$ cat src/rtl/mod_addsub_pipe_pkg.sv
// ---------------------------------------------------------------------------
// mod_addsub_pipe_pkg
// Shared constants for the modular add/sub pipeline: the Kyber and Dilithium
// moduli with their coefficient widths, and the encoding of the op select.
// ---------------------------------------------------------------------------
package mod_addsub_pipe_pkg;

  // Kyber: q = 3329, 12-bit coefficients
  localparam int unsigned KYBER_Q     = 3329;
  localparam int unsigned KYBER_W     = 12;

  // Dilithium: q = 8380417, 23-bit coefficients
  localparam int unsigned DILITHIUM_Q = 8380417;
  localparam int unsigned DILITHIUM_W = 23;

  // Operation select, shared by every lane of a transaction
  localparam logic OP_ADD = 1'b0;
  localparam logic OP_SUB = 1'b1;

endpackage : mod_addsub_pipe_pkg

$ cat src/rtl/mod_addsub_lane.sv
// ---------------------------------------------------------------------------
// mod_addsub_lane
// Purely combinational single-lane modular add/sub. The lane holds both
// halves of the pipelined computation; the enclosing pipeline registers the
// raw result between them.
//
//   a, b      : operands entering the first stage
//   op        : OP_ADD / OP_SUB for the first-stage operands
//   raw_c     : WIDTH+1 bit raw sum, or two's-complement difference whose
//               top bit is the borrow
//   oor_c     : either operand is outside [0, Q-1]
//   raw_in    : registered raw value entering the correction stage
//   raw_op    : registered op matching raw_in
//   res_c     : corrected result, in [0, Q-1] for in-range operands
// ---------------------------------------------------------------------------
module mod_addsub_lane
  import mod_addsub_pipe_pkg::*;
#(
  parameter int unsigned WIDTH = KYBER_W,
  parameter int unsigned Q     = KYBER_Q
) (
  input  logic [WIDTH-1:0] a,
  input  logic [WIDTH-1:0] b,
  input  logic             op,
  output logic [WIDTH:0]   raw_c,
  output logic             oor_c,
  input  logic [WIDTH:0]   raw_in,
  input  logic             raw_op,
  output logic [WIDTH-1:0] res_c
);

  localparam logic [WIDTH:0]   Q_EXT = (WIDTH + 1)'(Q);
  localparam logic [WIDTH-1:0] Q_W   = WIDTH'(Q);

  // Raw result: a zero-extended add, or a subtract whose wrap sets the top bit
  always_comb begin
    raw_c = '0;
    if (op == OP_SUB) begin
      raw_c = {1'b0, a} - {1'b0, b};
    end else begin
      raw_c = {1'b0, a} + {1'b0, b};
    end
  end

  // Operand range check feeding the sticky error flag
  assign oor_c = (a >= Q_W) || (b >= Q_W);

  // Single conditional correction back into [0, Q-1]
  always_comb begin
    res_c = raw_in[WIDTH-1:0];
    if (raw_op == OP_SUB) begin
      // Borrow means the difference went negative; adding Q modulo 2^WIDTH
      // lands it in range without needing the extra bit.
      if (raw_in[WIDTH]) begin
        res_c = raw_in[WIDTH-1:0] + Q_W;
      end
    end else if (raw_in >= Q_EXT) begin
      res_c = WIDTH'(raw_in - Q_EXT);
    end
  end

endmodule : mod_addsub_lane

$ cat src/rtl/mod_addsub_pipe.sv
// ---------------------------------------------------------------------------
// mod_addsub_pipe
// Two-stage, multi-lane modular adder/subtractor with valid/ready on both
// sides. Stage 1 registers the raw WIDTH+1 bit per-lane result; stage 2
// registers the corrected result. Sustains one transaction per clock while
// out_ready is high.
//
//   clk, rst   : clock, asynchronous active-high reset
//   in_valid   : input transaction valid
//   in_ready   : input accepted this cycle when high (depends only on state
//                and out_ready, never on in_valid)
//   in_op      : OP_ADD / OP_SUB for all lanes
//   in_tag     : sideband tag returned unchanged with the result
//   in_a, in_b : LANES packed operands, lane i at [i*WIDTH +: WIDTH]
//   out_valid  : result valid, held with its data until out_ready
//   out_ready  : downstream accepts the result this cycle
//   out_data   : LANES packed results, same packing as the inputs
//   out_tag    : tag of the transaction in out_data
//   range_err  : sticky; some accepted operand lane was >= Q
// ---------------------------------------------------------------------------
module mod_addsub_pipe
  import mod_addsub_pipe_pkg::*;
#(
  parameter int unsigned WIDTH = KYBER_W,
  parameter int unsigned Q     = KYBER_Q,
  parameter int unsigned LANES = 1,
  parameter int unsigned TAG_W = 4
) (
  input  logic                   clk,
  input  logic                   rst,
  input  logic                   in_valid,
  output logic                   in_ready,
  input  logic                   in_op,
  input  logic [TAG_W-1:0]       in_tag,
  input  logic [LANES*WIDTH-1:0] in_a,
  input  logic [LANES*WIDTH-1:0] in_b,
  output logic                   out_valid,
  input  logic                   out_ready,
  output logic [LANES*WIDTH-1:0] out_data,
  output logic [TAG_W-1:0]       out_tag,
  output logic                   range_err
);

  localparam int unsigned RAW_W = WIDTH + 1;

  // Stage-1 registers
  logic                   s1_valid;
  logic                   s1_op;
  logic [TAG_W-1:0]       s1_tag;
  logic [LANES*RAW_W-1:0] s1_raw;

  // Lane outputs
  logic [LANES*RAW_W-1:0] raw_c;
  logic [LANES*WIDTH-1:0] res_c;
  logic [LANES-1:0]       oor_c;

  // Flow control
  logic s2_en;
  logic s1_en;
  logic accept;

  // A stage may load when it is empty or its contents move on this cycle
  assign s2_en    = !out_valid || out_ready;
  assign s1_en    = !s1_valid || s2_en;
  assign in_ready = s1_en;
  assign accept   = in_valid && s1_en;

  // One lane instance per coefficient; each covers both stages of its lane
  for (genvar i = 0; i < int'(LANES); i++) begin : g_lane
    mod_addsub_lane #(
      .WIDTH (WIDTH),
      .Q     (Q)
    ) u_lane (
      .a      (in_a[i*WIDTH +: WIDTH]),
      .b      (in_b[i*WIDTH +: WIDTH]),
      .op     (in_op),
      .raw_c  (raw_c[i*RAW_W +: RAW_W]),
      .oor_c  (oor_c[i]),
      .raw_in (s1_raw[i*RAW_W +: RAW_W]),
      .raw_op (s1_op),
      .res_c  (res_c[i*WIDTH +: WIDTH])
    );
  end

  // Stage 1: capture raw results, op and tag on accept
  always_ff @(posedge clk or posedge rst) begin
    if (rst) begin
      s1_valid <= 1'b0;
      s1_op    <= OP_ADD;
      s1_tag   <= '0;
      s1_raw   <= '0;
    end else if (s1_en) begin
      s1_valid <= in_valid;
      if (in_valid) begin
        s1_op  <= in_op;
        s1_tag <= in_tag;
        s1_raw <= raw_c;
      end
    end
  end

  // Stage 2: corrected result; holds while stalled, empties on a bubble
  always_ff @(posedge clk or posedge rst) begin
    if (rst) begin
      out_valid <= 1'b0;
      out_data  <= '0;
      out_tag   <= '0;
    end else if (s2_en) begin
      out_valid <= s1_valid;
      if (s1_valid) begin
        out_data <= res_c;
        out_tag  <= s1_tag;
      end
    end
  end

  // Sticky operand range error
  always_ff @(posedge clk or posedge rst) begin
    if (rst) begin
      range_err <= 1'b0;
    end else if (accept && (|oor_c)) begin
      range_err <= 1'b1;
    end
  end

endmodule : mod_addsub_pipe
$ cat config.mk
export PLATFORM = sky130hd
export DESIGN_NAME = mod_addsub_pipe
export DESIGN_NICKNAME = d
export VERILOG_FILES = /design/src/rtl/mod_addsub_pipe_pkg.sv /design/src/rtl/mod_addsub_lane.sv /design/src/rtl/mod_addsub_pipe.sv
export SDC_FILE = /design/constraint.sdc
export NUM_CORES = 1
export LEC_CHECK = 0
export BUFFER_PORTS_ARGS = -buffer_cell sky130_fd_sc_hd__buf_2
export CORE_MARGIN = 8
export CORE_UTILIZATION = 53
export DETAILED_ROUTE_END_ITERATION = 8
export MAX_ROUTING_LAYER = met4
export PLACE_DENSITY = 0.84
export SLEW_MARGIN = 20
export SYNTH_ARGS = -nofsm -noshare
export SYNTH_HDL_FRONTEND = slang
export SYNTH_SLANG_ARGS = --single-unit
$ cat constraint.sdc
create_clock -name clk -period 2.35 [get_ports clk]
set_clock_uncertainty 0.2 [all_clocks]
set_input_delay 0.235 -clock clk [delete_from_list [all_inputs] [get_ports clk]]
set_output_delay 0.235 -clock clk [all_outputs]
set_load 0.05 [all_outputs]
==> metrics.log, run 1 <==
[metrics] status: complete, but fails checks
[metrics] failing checks: negative setup slack
[metrics] post-DR wirelength/cell: 14.8 microns
[metrics] total power divided by cell area: 830 mW/mm^2
[metrics] highest attainable clock frequency: 424 MHz
[metrics] post-detailed-route via-to-cell ratio: 5.57
[metrics] smallest hold slack: 0.0253 ns
[metrics] Top-Level Pins: 52
[metrics] Detailed Place HPWL: 5.76 mm
[metrics] Critical path origin: in_b[6]
[metrics] multiplexer fraction of the synthesized cell area: 1.99%
[metrics] slew at the pin closest to its max-slew limit: 0.583 ns
[metrics] post-detailed-route DRC marker count: 0
[metrics] Post-synth top cells: sky130_fd_sc_hd__nand2_1, sky130_fd_sc_hd__dfrtp_1, sky130_fd_sc_hd__nor2_1, sky130_fd_sc_hd__o21ai_0, sky130_fd_sc_hd__xnor2_1
[metrics] Area contributors post-synth: sky130_fd_sc_hd__dfrtp_1, sky130_fd_sc_hd__ha_1, sky130_fd_sc_hd__xnor2_1
[metrics] register-to-register setup slack: 0.10 ns
[metrics] sequence of cells on the critical path: buf_2 -> or3_4 -> nor2_2 -> a21oi_1 -> xnor2_1 -> ha_1 -> and2_1 -> a221o_1 -> a31oi_1 -> xor2_1 -> o21ai_1
[metrics] worst flop-to-flop path startpoint: s1_raw[1]
[metrics] Final min period: 2.36 ns
[metrics] proportion of netlist area held by the largest area contributor: 33.5%
[metrics] TritonCTS clock tree: built
[metrics] Maximum Capacitance Violations: 0
[metrics] clock latency on the worst-skew pair: 0.29 ns
[metrics] final period utilization: 100%
[metrics] final number of setup-violating endpoints: 1
[metrics] Post-Syn Instances: 327
[metrics] Net count, final: 484
[metrics] Buffers & Inverters on Critical Path: 1
[metrics] number of cell rows: 26
[metrics] Peak VDD IR: 0.000447 V
[metrics] async set-or-reset flop fraction in the synthesized netlist: 100%
[metrics] antenna cells: 0
[metrics] post-synthesis register bit count: 37
[metrics] effective utilization at floorplan: 54.4%
[metrics] post-route total power: 3.12 mW
[metrics] die area: 0.00777 sq mm
[metrics] fraction of the mapped netlist area in adder cells: 8.88%
[metrics] final slew viol count: 0
[metrics] type of the worst setup path: input pin to flip-flop
[metrics] setup ws final: -0.0107 ns
[metrics] cell count after placement: 487
[metrics] CP Data Arrival Time: 2.33 ns
[metrics] first-pass iteration count of the detailed router: 5
[metrics] share of cells above drive strength 1: 33.0%
[metrics] fraction of the mapped netlist area in compound gates: 19.5%
[metrics] register clock-pin slew on the reported worst setup and hold paths: 0.08 ns
[metrics] worst-path fanout max: 4
[metrics] most frequent cell after synthesis: sky130_fd_sc_hd__nand2_1
[metrics] headroom to the max-slew limit: 61.0%
[metrics] CTS HTree Levels: 2
[metrics] synthesized cell area: 0.00276 sq mm
[metrics] maximum number of buffers from clock root to sink: 2
[metrics] data required time of the critical path: 2.32 ns
[metrics] number of nets still failing antenna checks after routing: 0
[metrics] slowest stage delay, CP: 0.42 ns
[metrics] width of the die: 88.2 microns
[metrics] Tot GR Track Use: 20.2%
[metrics] Net Count, Synth: 379
[metrics] ys flop type: sky130_fd_sc_hd__dfrtp_1
[metrics] Port Buf Inserts: 51
[metrics] count of vias placed by the detailed router: 2,801
[metrics] routability congestion estimate from global placement: 1.03
[metrics] number of global-route vias before repair: 2,836
[metrics] Area Overhead vs Synth: 36.0%
[metrics] gr ovfl total: 0
[metrics] share of the synthesized netlist area taken by xor and xnor gates: 8.88%
[metrics] number of buffers added by the clock tree synthesis step: 5
[metrics] Clk Tree Root Cell: sky130_fd_sc_hd__clkbuf_8
[metrics] height of the die: 88.2 microns
[metrics] mean area per synthesized cell: 8.44 sq um
[metrics] antenna violations before repair: 0
[metrics] number of different library cells in the post-synthesis netlist: 54
[metrics] core area: 0.00507 sq mm
[metrics] element type at the critical path start: input pin
[metrics] setup repair after global routing missed its margin: yes
[metrics] clock sink count: 37
[metrics] Hold Path Class: input pin to flip-flop
[metrics] critical path's top delay family: simple AND/OR/NAND/NOR gates
[metrics] hold path startpoint: out_ready
[metrics] post-synthesis simple-gate area fraction: 23.3%
[metrics] count of flip-flops with a built-in enable after synthesis: 0
[metrics] dominant combinational cell family by area after synthesis: simple AND/OR/NAND/NOR gates
[metrics] drt first-iter violations: 128
[metrics] number of standard cells in the final layout excluding fillers: 503
[metrics] cell type contributing the most total cell area after synthesis: sky130_fd_sc_hd__dfrtp_1
[metrics] number of filler instances in the final layout: 376
[metrics] wire length of the first global-routing pass: 12.4 mm
[metrics] Yosys warnings: 0
[metrics] highest-delay cell along the critical path: sky130_fd_sc_hd__or3_4
[metrics] sequential-to-total area share from yosys stat: 33.5%
[metrics] maximum number of pins on one net before global-route repair: 38
[metrics] Critical Path End Type: flip-flop
[metrics] Post-Route WL: 7.45 mm
[metrics] number of hold-slack violations in the final timing report: 0
[metrics] static leakage: 1.73 nW
worst min-delay path: stages:
cell and delay [ns]:
sky130_fd_sc_hd__buf_2 0.08, sky130_fd_sc_hd__nand2b_1 0.11, sky130_fd_sc_hd__nand2b_1 0.06
cells in the final DEF (no fill, tap or decap), types with 9 or more instances in the layout:
cell type,instances
sky130_fd_sc_hd__o21ai_0,17
sky130_fd_sc_hd__nor2_1,21
sky130_fd_sc_hd__nand2_1,49
sky130_fd_sc_hd__dfrtp_1,37
sky130_fd_sc_hd__buf_2,49
sky130_fd_sc_hd__a21oi_1,14
sky130_fd_sc_hd__nor3_1,9
sky130_fd_sc_hd__xnor2_1,22
sky130_fd_sc_hd__ha_1,15
sky130_fd_sc_hd__buf_4,54
sky130_fd_sc_hd__inv_1,9
sky130_fd_sc_hd__o21ai_1,14
report_power, final:
group          switching [mW]  internal, mW  leakage, nW
Sequential              0.170         0.810        0.448
Combinational           0.960         0.597         1.22
Clock                   0.234         0.345       0.0574
Total                    1.36          1.75         1.73
per-stage QoR:
step / instance area (sq um) / setup WS, ns / TNS, ns / utilization (%)
after global placement: 3470 / -0.274 / -1.42 / 68.3
after CTS: 3660 / 0.000127 / 0 / 72.1
after detailed placement: 3470 / -0.374 / -2.07 / 68.3
after global routing: 3750 / -0.108 / -0.264 / 74.0
after floorplan: 2800 / -0.164 / -0.240 / -
final: 3750 / -0.0107 / -0.0107 / 74.0
logic make-up (layout without fill, tap and decap cells):
kind of cell / count (synthesis) / after routing
AOI/OAI and AO/OA: 86 / 86
and+or+nand+nor: 128 / 128
buffers and inverters: 24 / 130
muxes: 5 / 5
DFF: 37 / 37
xor gates and xnor gates: 28 / 28
adders and majority gates: 19 / 19
repair_timing:
| item | in CTS | in global routing |
|---|---|---|
| hold buffers | 6 | 0 |
| endpoints found under the setup margin | 2 | 11 |
| endpoints found under the hold margin | 42 | 0 |
| pin swaps | 1 | 20 |
| gates resized for setup | 2 | 24 |
| cloned | 0 | 0 |
| buffers inserted | 0 | 2 |
final cells by class:
cell class	count	area [sq um]	area share (%)
Tap cell	70	87.6	2.33
Timing Repair Buffer	112	744	19.8
Inverter	10	37.5	1.00
Clock buffer	6	82.6	2.20
Sequential cell	37	926	24.7
Clock inverter	2	37.5	1.00
Multi-Input combinational cell	266	1840	49.0
flip-flops by register name (all words and copies together) (netlist names):
signal     flops
s1_raw        13
out_data      12
out_tag        4
s1_tag         4
out_valid      1
range_err      1
s1_op          1
s1_valid       1
worst paths after layout:
| check | endpoint | depth (start not counted) |
|---|---|---|
| setup reg to reg | out_data[11] | 8 |
| hold / removal | out_valid | 3 |
| hold reg to reg | range_err | 1 |
| min in group asynchronous | out_data[1] | 4 |
| setup / recovery | s1_raw[11] | 11 |
| max in group asynchronous | range_err | 4 |
metal layers:
metal  vias to the layer above  global-route usage, %  share of wire (%)
met3                        15                   2.81                4.7
met4                         0                   8.45                2.0
li1                       1376                      -                  -
met1                      1305                   21.8                 41
met5                         -                      -                  0
met2                       105                   36.0                 52
(Power assumes the default switching activity.)
==> inputs of run 2 (changes only) <==
--- a/config.mk
+++ b/config.mk
@@ -5,12 +5,14 @@
 export SDC_FILE = /design/constraint.sdc
 export NUM_CORES = 1
 export LEC_CHECK = 0
+export ABC_AREA = 1
 export BUFFER_PORTS_ARGS = -buffer_cell sky130_fd_sc_hd__buf_2
 export CORE_MARGIN = 8
 export CORE_UTILIZATION = 53
 export DETAILED_ROUTE_END_ITERATION = 8
 export MAX_ROUTING_LAYER = met4
-export PLACE_DENSITY = 0.84
+export PLACE_DENSITY = 0.83
+export SETUP_SLACK_MARGIN = 0.05
 export SLEW_MARGIN = 20
 export SYNTH_ARGS = -nofsm -noshare
 export SYNTH_HDL_FRONTEND = slang
==> metrics.log, run 2 <==
[metrics] status: finished clean
[metrics] routability congestion estimate from global placement: 0.872 (-15%)
[metrics] GRT met3 Usage: 2.39% (-0.43 points)
[metrics] maximum number of pins on one net before global-route repair: 38 (unchanged)
[metrics] height of the die: 91.0 microns (+3.2%)
[metrics] maximum number of buffers from clock root to sink: 2 (unchanged)
[metrics] registers with the most flip-flops: s1_raw x13, out_data x12
[metrics] number of different library cells in the post-synthesis netlist: 41 (-24%)
[metrics] width of the die: 91.0 microns (+3.2%)
[metrics] clock sink count: 37 (unchanged)
[metrics] most frequent cell after synthesis: sky130_fd_sc_hd__nand2_1
[metrics] Tot GR Track Use: 20.6% (+0.41 points)
[metrics] Post-synth top cells: sky130_fd_sc_hd__nand2_1, sky130_fd_sc_hd__inv_1, sky130_fd_sc_hd__nand3_1, sky130_fd_sc_hd__dfrtp_1, sky130_fd_sc_hd__nor2_1
[metrics] core area: 0.00547 sq mm (+7.8%)
[metrics] final core area utilization: 72.8% (-1.2 points)
[metrics] CTS HTree Levels: 2 (unchanged)
[metrics] most common library cell in the layout ignoring fill and taps: sky130_fd_sc_hd__nand2_1
[metrics] proportion of power drawn by combinational gates: 53.6% (+3.6 points)
[metrics] Port Buf Inserts: 51 (unchanged)
[metrics] die area: 0.00828 sq mm (+6.5%)
[metrics] post-route total power: 3.20 mW (+2.6%)
[metrics] final slew viol count: 0 (unchanged)
[metrics] reported net switching power: 1.55 mW (+13%)
[metrics] number of buffers added by the clock tree synthesis step: 5 (unchanged)
[metrics] effective utilization at floorplan: 54.5% (+0.092 points)
[metrics] Net Count, Synth: 492 (+30%)
[metrics] M2 GR Usage: 36.8% (+0.78 points)
[metrics] number of buffers added for setup after CTS: 0 (unchanged)
[metrics] fraction of power spent switching nets: 48.4% (+4.6 points)
[metrics] post-detailed-route via-to-cell ratio: 5.20 (-6.7%)
[metrics] type of the worst setup path: input pin to flip-flop
[metrics] slowest stage delay, CP: 0.29 ns (-0.13 ns)
[metrics] worst-path fanout max: 4 (unchanged)
[metrics] antenna cells: 0 (unchanged)
[metrics] headroom to the max-slew limit: 68.9% (+7.9 points)
[metrics] Detailed Place HPWL: 6.45 mm (+12%)
[metrics] post-DR wirelength/cell: 13.7 microns (-7.7%)
[metrics] Reg power frac: 30.9% (-0.6 points)
[metrics] Hold Path Class: input pin to flip-flop
[metrics] post-detailed-route DRC marker count: 0 (unchanged)
[metrics] total power divided by cell area: 803 mW/mm^2 (-3.3%)
[metrics] Critical Path End Type: flip-flop
[metrics] commonest cells after routing, fill and taps aside: sky130_fd_sc_hd__nand2_1, sky130_fd_sc_hd__buf_2, sky130_fd_sc_hd__inv_1, sky130_fd_sc_hd__buf_4
[metrics] antenna violations before repair: 0 (unchanged)
[metrics] register name with the most flops: s1_raw
[metrics] cell type contributing the most total cell area after synthesis: sky130_fd_sc_hd__dfrtp_1
[metrics] post-synthesis register bit count: 37 (unchanged)
[metrics] final period utilization: 93.2% (-7.2 points)
[metrics] drt first-iter violations: 113 (-12%)
[metrics] Final min period: 2.19 ns (-0.170 ns)
[metrics] share of cells above drive strength 1: 28.3% (-4.7 points)
[metrics] highest-delay cell along the critical path: sky130_fd_sc_hd__or2_2
[metrics] count of flip-flops with a built-in enable after synthesis: 0 (unchanged)
[metrics] async set-or-reset flop fraction in the synthesized netlist: 100% (unchanged)
[metrics] number of global-route vias before repair: 3,144 (+11%)
[metrics] number of cell rows: 27 (+3.8%)
[metrics] number of filler instances in the final layout: 458 (+22%)
[metrics] depth of the worst register-to-register path: 11 (+3)
[metrics] gr ovfl total: 0 (unchanged)
[metrics] synthesized cell area: 0.00298 sq mm (+8.0%)
[metrics] clock latency on the worst-skew pair: 0.29 ns (about the same)
[metrics] proportion of netlist area held by the largest area contributor: 31.1% (-2.5 points)
[metrics] register clock-pin slew on the reported worst setup and hold paths: 0.07 ns (about the same)
[metrics] Post-Route WL: 8.33 mm (+12%)
[metrics] number of hold-slack violations in the final timing report: 0 (unchanged)
[metrics] Yosys warnings: 0 (unchanged)
[metrics] TritonCTS clock tree: built
[metrics] count of vias placed by the detailed router: 3,164 (+13%)
[metrics] most congested layer reported by global routing: met2
[metrics] hold-critical path depth: 5 (+2)
[metrics] final number of setup-violating endpoints: 0 (-1)
[metrics] wire length of the first global-routing pass: 14.0 mm (+13%)
[metrics] Maximum Capacitance Violations: 0 (unchanged)
[metrics] Net count, final: 588 (+21%)
[metrics] sequence of cells on the critical path: buf_2 -> or2_4 -> nor2_4 -> a31oi_2 -> xor2_1 -> inv_1 -> ha_4 -> a21o_1 -> nor2_1 -> nand3_1 -> or2_2 -> nand3_2 -> o21ai_1
[metrics] element type at the critical path start: input pin
[metrics] Area Overhead vs Synth: 33.6%
[metrics] met1 usage: 23.0% (+1.1 points)
[metrics] slew at the pin closest to its max-slew limit: 0.467 ns (-0.116 ns)
[metrics] Peak VDD IR: 0.000443 V (-0.76%)
[metrics] Post-Syn Instances: 440 (+35%)
[metrics] CP Data Arrival Time: 2.15 ns (-0.18 ns)
[metrics] first-pass iteration count of the detailed router: 4 (-1)
[metrics] sequential-to-total area share from yosys stat: 31.1% (-2.5 points)
[metrics] ys flop type: sky130_fd_sc_hd__dfrtp_1
[metrics] Internal: 1.65 mW (-5.8%)
[metrics] Clk Tree Root Cell: sky130_fd_sc_hd__clkbuf_8
[metrics] Area contributors post-synth: sky130_fd_sc_hd__dfrtp_1, sky130_fd_sc_hd__nand2_1, sky130_fd_sc_hd__ha_1
[metrics] mean area per synthesized cell: 6.78 sq um (-20%)
[metrics] data required time of the critical path: 2.31 ns (about the same)
[metrics] setup repair after global routing missed its margin: yes
[metrics] Largest register FFs: 13 (unchanged)
[metrics] number of nets still failing antenna checks after routing: 0 (unchanged)
[metrics] static leakage: 2.04 nW (+18%)
[metrics] power share of the clock group: 15.5% (-3.1 points)
[metrics] Top-Level Pins: 52 (unchanged)
[metrics] highest attainable clock frequency: 457 MHz (+7.8%)
## run 2: cell count changes after synthesis, sizes merged, moves of 6 or more
cell,change
inv,+45
xor2,+6
nor2,+14
nand3,+35
or2,+6
o21ai,+7
xnor2,-20
nand2,+86
nor3,-8
## run 2: cell type report
type | count | area [sq um] | area share [%]
multi-input combinational | 339 | 2030 | 51.1
clock inverter | 1 | 5.00 | 0.126
tap | 72 | 90.1 | 2.26
timing repair buffer | 98 | 623 | 15.6
inverter | 55 | 209 | 5.25
clock buffer | 7 | 96.3 | 2.42
sequential | 37 | 926 | 23.2
## run 2: logic make-up after synthesis
family	after synthesis	synth area share [%]
simple gates	238	35.8
compound gates	68	12.4
buf+inv	64	8.43
flops	37	31.1
fa+ha+maj	19	8.23
xor+xnor	14	4.11
## run 2: path summary, 6_finish.rpt
check | start | endpoint | slack, ns
worst max-delay path | in_b[3] | s1_raw[10] | 0.16
worst min-delay path | in_a[10] | range_err | 0.18
worst max register to register | s1_raw[0] | out_data[10] | 0.47
worst min register to register | s1_tag[3] | out_tag[3] | 0.26
max in group asynchronous | rst | range_err | 1.22
min in group asynchronous | rst | out_data[0] | 0.39
## run 2: what timing repair did
action | in CTS | in global routing
resized for setup | 0 | 34
hold buffers | 6 | 0
endpoints found under the hold margin | 42 | 0
cloned | 0 | 0
pin swaps | 0 | 9
endpoints found under the setup margin | 1 | 6
## run 2: critical path: cells and delay by family
family	cells	cell delay, ns
simple gates	6	0.92
fa+ha+maj	1	0.24
buf+inv	2	0.20
xor+xnor	1	0.17
compound gates	3	0.35
## run 2: power by group through the flow
stage	logic [mW]	clock network, mW	registers (mW)
after floorplan	0.790	0	1.39
after global placement	1.64	0	0.991
after detailed placement	1.65	0	0.999
after CTS	1.67	0.507	0.987
after global routing	1.89	0.537	1.02
final	1.71	0.495	0.988
## run 2: through the flow
stage                     cells  hold slack [ns]  TNS (ns)  cell area [sq um]  setup slack [ns]
after floorplan             440            0.145         0               3060            0.0601
after global placement      595            0.158    -0.910               3660            -0.211
after detailed placement    595            0.167     -1.34               3660            -0.254
after CTS                   609            0.133         0               3830            0.0458
after global routing        609            0.194         0               3980           0.00695
final                       609            0.179         0               3980             0.159
## run 2: per-layer routing
layer,up-vias,routed length (microns),share of wire [%]
met5,-,0,0
met4,0,192,2.3
met1,1447,3600,43
met2,78,4290,52
li1,1624,-,-
met3,15,240,2.9
